[src/rtl/dmem_wait_responder.sv]
// Data-memory responder with programmable read/write wait states for the MIPS core.
// Drives stall while an access is pending; pulses ack_o when the access completes.
module dmem_wait_responder #(
    parameter int ADDR_W = 6,
    parameter int RD_LAT = 3,
    parameter int WR_LAT = 1
) (
    input  logic        clk,
    input  logic        reset,
    input  logic        req_i,
    input  logic        memwrite_i,
    input  logic [31:0] addr_i,
    input  logic [31:0] writedata_i,
    input  logic        clear_err_i,
    output logic [31:0] readdata_o,
    output logic        ack_o,
    output logic        stall_o,
    output logic        err_o
);

    typedef enum logic [1:0] {S_IDLE, S_WAIT, S_DONE} state_t;

    localparam logic [3:0] RD_M1 = 4'(RD_LAT - 1);
    localparam logic [3:0] WR_M1 = 4'(WR_LAT - 1);

    state_t              r_state, w_next;
    logic [3:0]          r_cnt, w_cnt_nxt;
    logic                r_we;
    logic [ADDR_W-1:0]   r_idx;
    logic [31:0]         r_wdata;
    logic [31:0]         r_mem [0:(1<<ADDR_W)-1];

    logic                w_accept, w_commit, w_we, w_mis;
    logic [ADDR_W-1:0]   w_idx;
    logic [31:0]         w_wdata;
    logic                w_unused;

    assign w_mis    = (addr_i[1:0] != 2'b00);
    assign w_unused = ^{addr_i[31:ADDR_W+2]};

    // With LAT==1 the commit happens on the acceptance edge, so the commit
    // fields come straight from the inputs in IDLE and from the latches otherwise.
    always_comb begin
        w_next    = r_state;
        w_cnt_nxt = r_cnt;
        w_accept  = 1'b0;
        w_commit  = 1'b0;
        w_we      = r_we;
        w_idx     = r_idx;
        w_wdata   = r_wdata;
        ack_o     = 1'b0;
        stall_o   = 1'b0;
        case (r_state)
            S_IDLE: begin
                if (req_i && reset) begin
                    w_accept  = 1'b1;
                    stall_o   = 1'b1;
                    w_we      = memwrite_i;
                    w_idx     = addr_i[ADDR_W+1:2];
                    w_wdata   = writedata_i;
                    w_cnt_nxt = memwrite_i ? WR_M1 : RD_M1;
                    if (w_cnt_nxt == 4'd0) begin
                        w_next   = S_DONE;
                        w_commit = 1'b1;
                    end else begin
                        w_next   = S_WAIT;
                    end
                end
            end
            S_WAIT: begin
                stall_o   = 1'b1;
                w_cnt_nxt = r_cnt - 4'd1;
                if (r_cnt <= 4'd1) begin
                    w_next   = S_DONE;
                    w_commit = 1'b1;
                end
            end
            S_DONE: begin
                ack_o  = 1'b1;
                w_next = S_IDLE;
            end
            default: w_next = S_IDLE;
        endcase
    end

    always_ff @(posedge clk or negedge reset) begin
        if (!reset) begin
            r_state    <= S_IDLE;
            r_cnt      <= 4'd0;
            r_we       <= 1'b0;
            r_idx      <= '0;
            r_wdata    <= 32'd0;
            readdata_o <= 32'd0;
            err_o      <= 1'b0;
        end else begin
            r_state <= w_next;
            r_cnt   <= w_cnt_nxt;
            if (w_accept) begin
                r_we    <= memwrite_i;
                r_idx   <= addr_i[ADDR_W+1:2];
                r_wdata <= writedata_i;
            end
            if (w_commit && !w_we)
                readdata_o <= r_mem[w_idx];
            if (w_accept && w_mis)
                err_o <= 1'b1;
            else if (clear_err_i)
                err_o <= 1'b0;
        end
    end

    // Array is not reset; an aborted access never reaches a commit edge.
    always_ff @(posedge clk) begin
        if (w_commit && w_we)
            r_mem[w_idx] <= w_wdata;
    end

endmodule

[config.mk]
export PLATFORM = sky130hd
export DESIGN_NAME = dmem_wait_responder
export DESIGN_NICKNAME = d
export VERILOG_FILES = /design/src/rtl/dmem_wait_responder.sv
export SDC_FILE = /design/constraint.sdc
export NUM_CORES = 2
export LEC_CHECK = 0
export ABC_AREA = 1
export CAP_MARGIN = 20
export CORE_ASPECT_RATIO = 0.9
export CORE_MARGIN = 2
export CORE_UTILIZATION = 37
export DETAILED_ROUTE_END_ITERATION = 10
export PLACE_DENSITY = 0.58
export SLEW_MARGIN = 20
export SYNTH_ARGS = -nofsm -noshare
export SYNTH_HDL_FRONTEND = slang
export SYNTH_SLANG_ARGS = --single-unit
[constraint.sdc]
create_clock -name clk -period 3.3 [get_ports clk]
set_input_delay 0.495 -clock clk [delete_from_list [all_inputs] [get_ports clk]]
set_output_delay 0.495 -clock clk [all_outputs]
set_load 0.005 [all_outputs]
==> reports/qor.yml <==
finClkSkew_ns: 0.0565
cts_max_level: 4
wl_per_cell_um: 20.2
clockPowerShare: 0.251
status: "finished, final reports clean"
p_total_mw: 91.6
p_leak_nw: 45.7
cts_root_buf: "clkbuf_16"
antenna_found_initial: 8
drcViolationCount: 0
grt_pass1_vias: 55668
sequentialPowerShare: 0.374
via_per_inst: 4.77
place_hpwl_mm: 160
finalCritPeriodShare: 0.935
slew_headroom: 0.406
synthDistinctLibCells: 31
drt_first_pass_iters: 5
dpl_worst_slack_ns: -0.292
p_int_mw: 58.1
setup_viol: 0
wirelength_mm: 249
arrival_ns: 3.81
powerDensity_mw_per_mm2: 845
grt_max_degree: 65
ant_nets: 0
setup_slack_ns: 0.215
p_sw_mw: 33.5
register_area_mm2: 0.0635
cts_sinks: 2126
crit_type: "flop to flop"
tightest_slew_ns: 0.890
cp.required_ns: 4.03
nNetsFinal: 9047
multi_input_area_mm2: 0.0188
post-cts-setup-buffers: 0
fmax_mhz: 324
hold_viol: 0
cts_max_path_buffers: 3
cts_buffers: 211
synth_warnings: 0
synth_area_mm2: 0.0901
synth_nets: 8427
die_w_um: 524
io_buffers: 79
cts_tree: "yes"
drtIter0Drc: 5958
hp-class: "primary input to flop"
die_y_um: 472
ios: 104
fillCellCount: 21781
gp_congestion: 0.849
start_kind: "flop"
cp-end-kind: "flop"
syn2layout_area_growth_pct: 20.4
vdd_drop_max_uv: 970
num_vias: 59045
p_comb_frac: 0.375
tns_ns: 0
clk_pin_slew_ns: 0.06
post-synth-top-area-cell: "edfxtp_1"
final_max_slew_viol_count: 0
drive_above_1_share: 0.127
dieArea_mm2: 0.247
avgSynthCellArea_um2: 10.8
cp_max_fo: 27
synth-seq-cells: 2126
cap_violations: 0
synth_top_area_frac: 0.683
clock_latency_ns: 0.85
fp-row-count: 171
syn_inst: 8356
grt_pass1_wl_mm: 366
p_sw_frac: 0.366
synth-seq-area-share: 0.704
coreArea_mm2: 0.242
start_util: 0.373
fin_crit_ns: 3.09
whs_ns: 0.235
grt_usage: 0.200
netlist_top_cells_area: "edfxtp_1 (68%), nand2_1 (10%), inv_1 (7.2%)"
grt_overflow: 0
rsz0062_at_grt: "no"
fin_util: 0.449
-- worst max-delay path, cell delays in order, from the launching register on --
cell	delay, ns
dfrtp_1	0.41
nor2_4	0.19
nand3b_1	0.18
nand2_4	0.20
buf_12	0.21
buf_4	0.37
nand2_1	0.12
nand3_1	0.10
nand2_1	0.07
o21ai_0	0.30
buf_4	0.19
nand2_1	0.05
nor2_1	0.15
buf_4	0.15
nand3_1	0.09
nand2_1	0.08
inv_1	0.03
-- stage by stage --
| step | std cells | area [um^2] |
|---|---|---|
| after detailed placement | 11962 | 102000 |
| after floorplan | 8356 | 90100 |
| final | 12369 | 108000 |
| after CTS | 12362 | 108000 |
| after global routing | 12363 | 108000 |
| after global placement | 11962 | 102000 |
-- registers in the layout (all words and copies together), names as in the netlist --
register    cells
err_o           1
r_cnt           4
r_idx           6
r_mem        2048
r_state         2
r_wdata        32
r_we            1
readdata_o     32
-- repair_timing --
action | 4_1_cts | 5_1_grt
endpoints found under the hold margin | 31 | 0
endpoints found under the setup margin | 0 | 0
resized for setup | 0 | 0
hold buffers | 1 | 0
-- cells in the final DEF (no fill, tap or decap), types with 41 or more instances in the layout --
cell             instances
clkbuf_16              212
o21ai_0                 56
nor2_1                 280
o211ai_1               355
nor2_4                  69
nand2_2                 41
nand3_1                709
buf_4                  465
clkinv_1                51
o21ai_1                103
inv_1                 1739
nand2_1               2407
clkbuf_1                64
dfrtp_1                 78
clkdlybuf4s50_1         78
edfxtp_1              2048
buf_12                 242
-- power groups by stage --
stage / registers (mW) / logic, mW / clock network [mW]
2_1_floorplan: 34.9 / 16.4 / 0
3_3_place_gp: 34.8 / 33.8 / 0
3_5_place_dp: 34.8 / 34.3 / 0
4_1_cts: 34.3 / 34.4 / 23.4
5_1_grt: 34.3 / 37.3 / 24.4
6_report: 34.3 / 34.4 / 23.0
-- final timing paths --
kind	startpoint	end	slack (ns)	depth (start not counted)
min in group asynchronous	reset	r_wdata[25]	0.32	3
worst max-delay path	r_state[0]	readdata_o[25]	0.21	16
worst min-delay path	writedata_i[2]	r_wdata[2]	0.23	3
worst min register to register	r_wdata[21]	r_wdata[21]	0.49	2
worst max register to register	r_state[0]	readdata_o[25]	0.21	16
max in group asynchronous	reset	readdata_o[25]	1.66	4
-- synthesized netlist by cell type, drive strengths merged --
cell type	instances
a21oi	4
buf	310
clkbuf	69
dfrtp	78
edfxtp	2048
ha	2
inv	1749
nand2	2453
nand3	709
nand3b	2
nand4	26
nor2	352
nor3	6
o211ai	355
o21ai	160
or2	32
or3	1
-- area by class of cell --
class,count,area share
Antenna cell,7,0.000161
Clock buffer,284,0.0521
Clock inverter,115,0.00837
Inverter,1749,0.0605
Multi-Input combinational cell,4102,0.173
Sequential cell,2126,0.585
Tap cell,3200,0.0369
Timing Repair Buffer,786,0.0841
-- logic make-up after synthesis --
logic type | count (synthesis) | share of synthesized area
and+or+nand+nor | 3581 | 0.162
buffers and inverters | 2128 | 0.0941
DFF | 2126 | 0.704
AOI/OAI and AO/OA | 519 | 0.0389
adders and majority gates | 2 | 0.000278
-- routing by layer --
metal,GRT usage,vias to the layer above,share of wire
met4,0.0494,0,0.022
li1,-,28291,-
met2,0.313,1771,0.46
met5,0,-,0
met1,0.291,28682,0.46
met3,0.0284,301,0.064
Power figures use the tool's default switching activity.
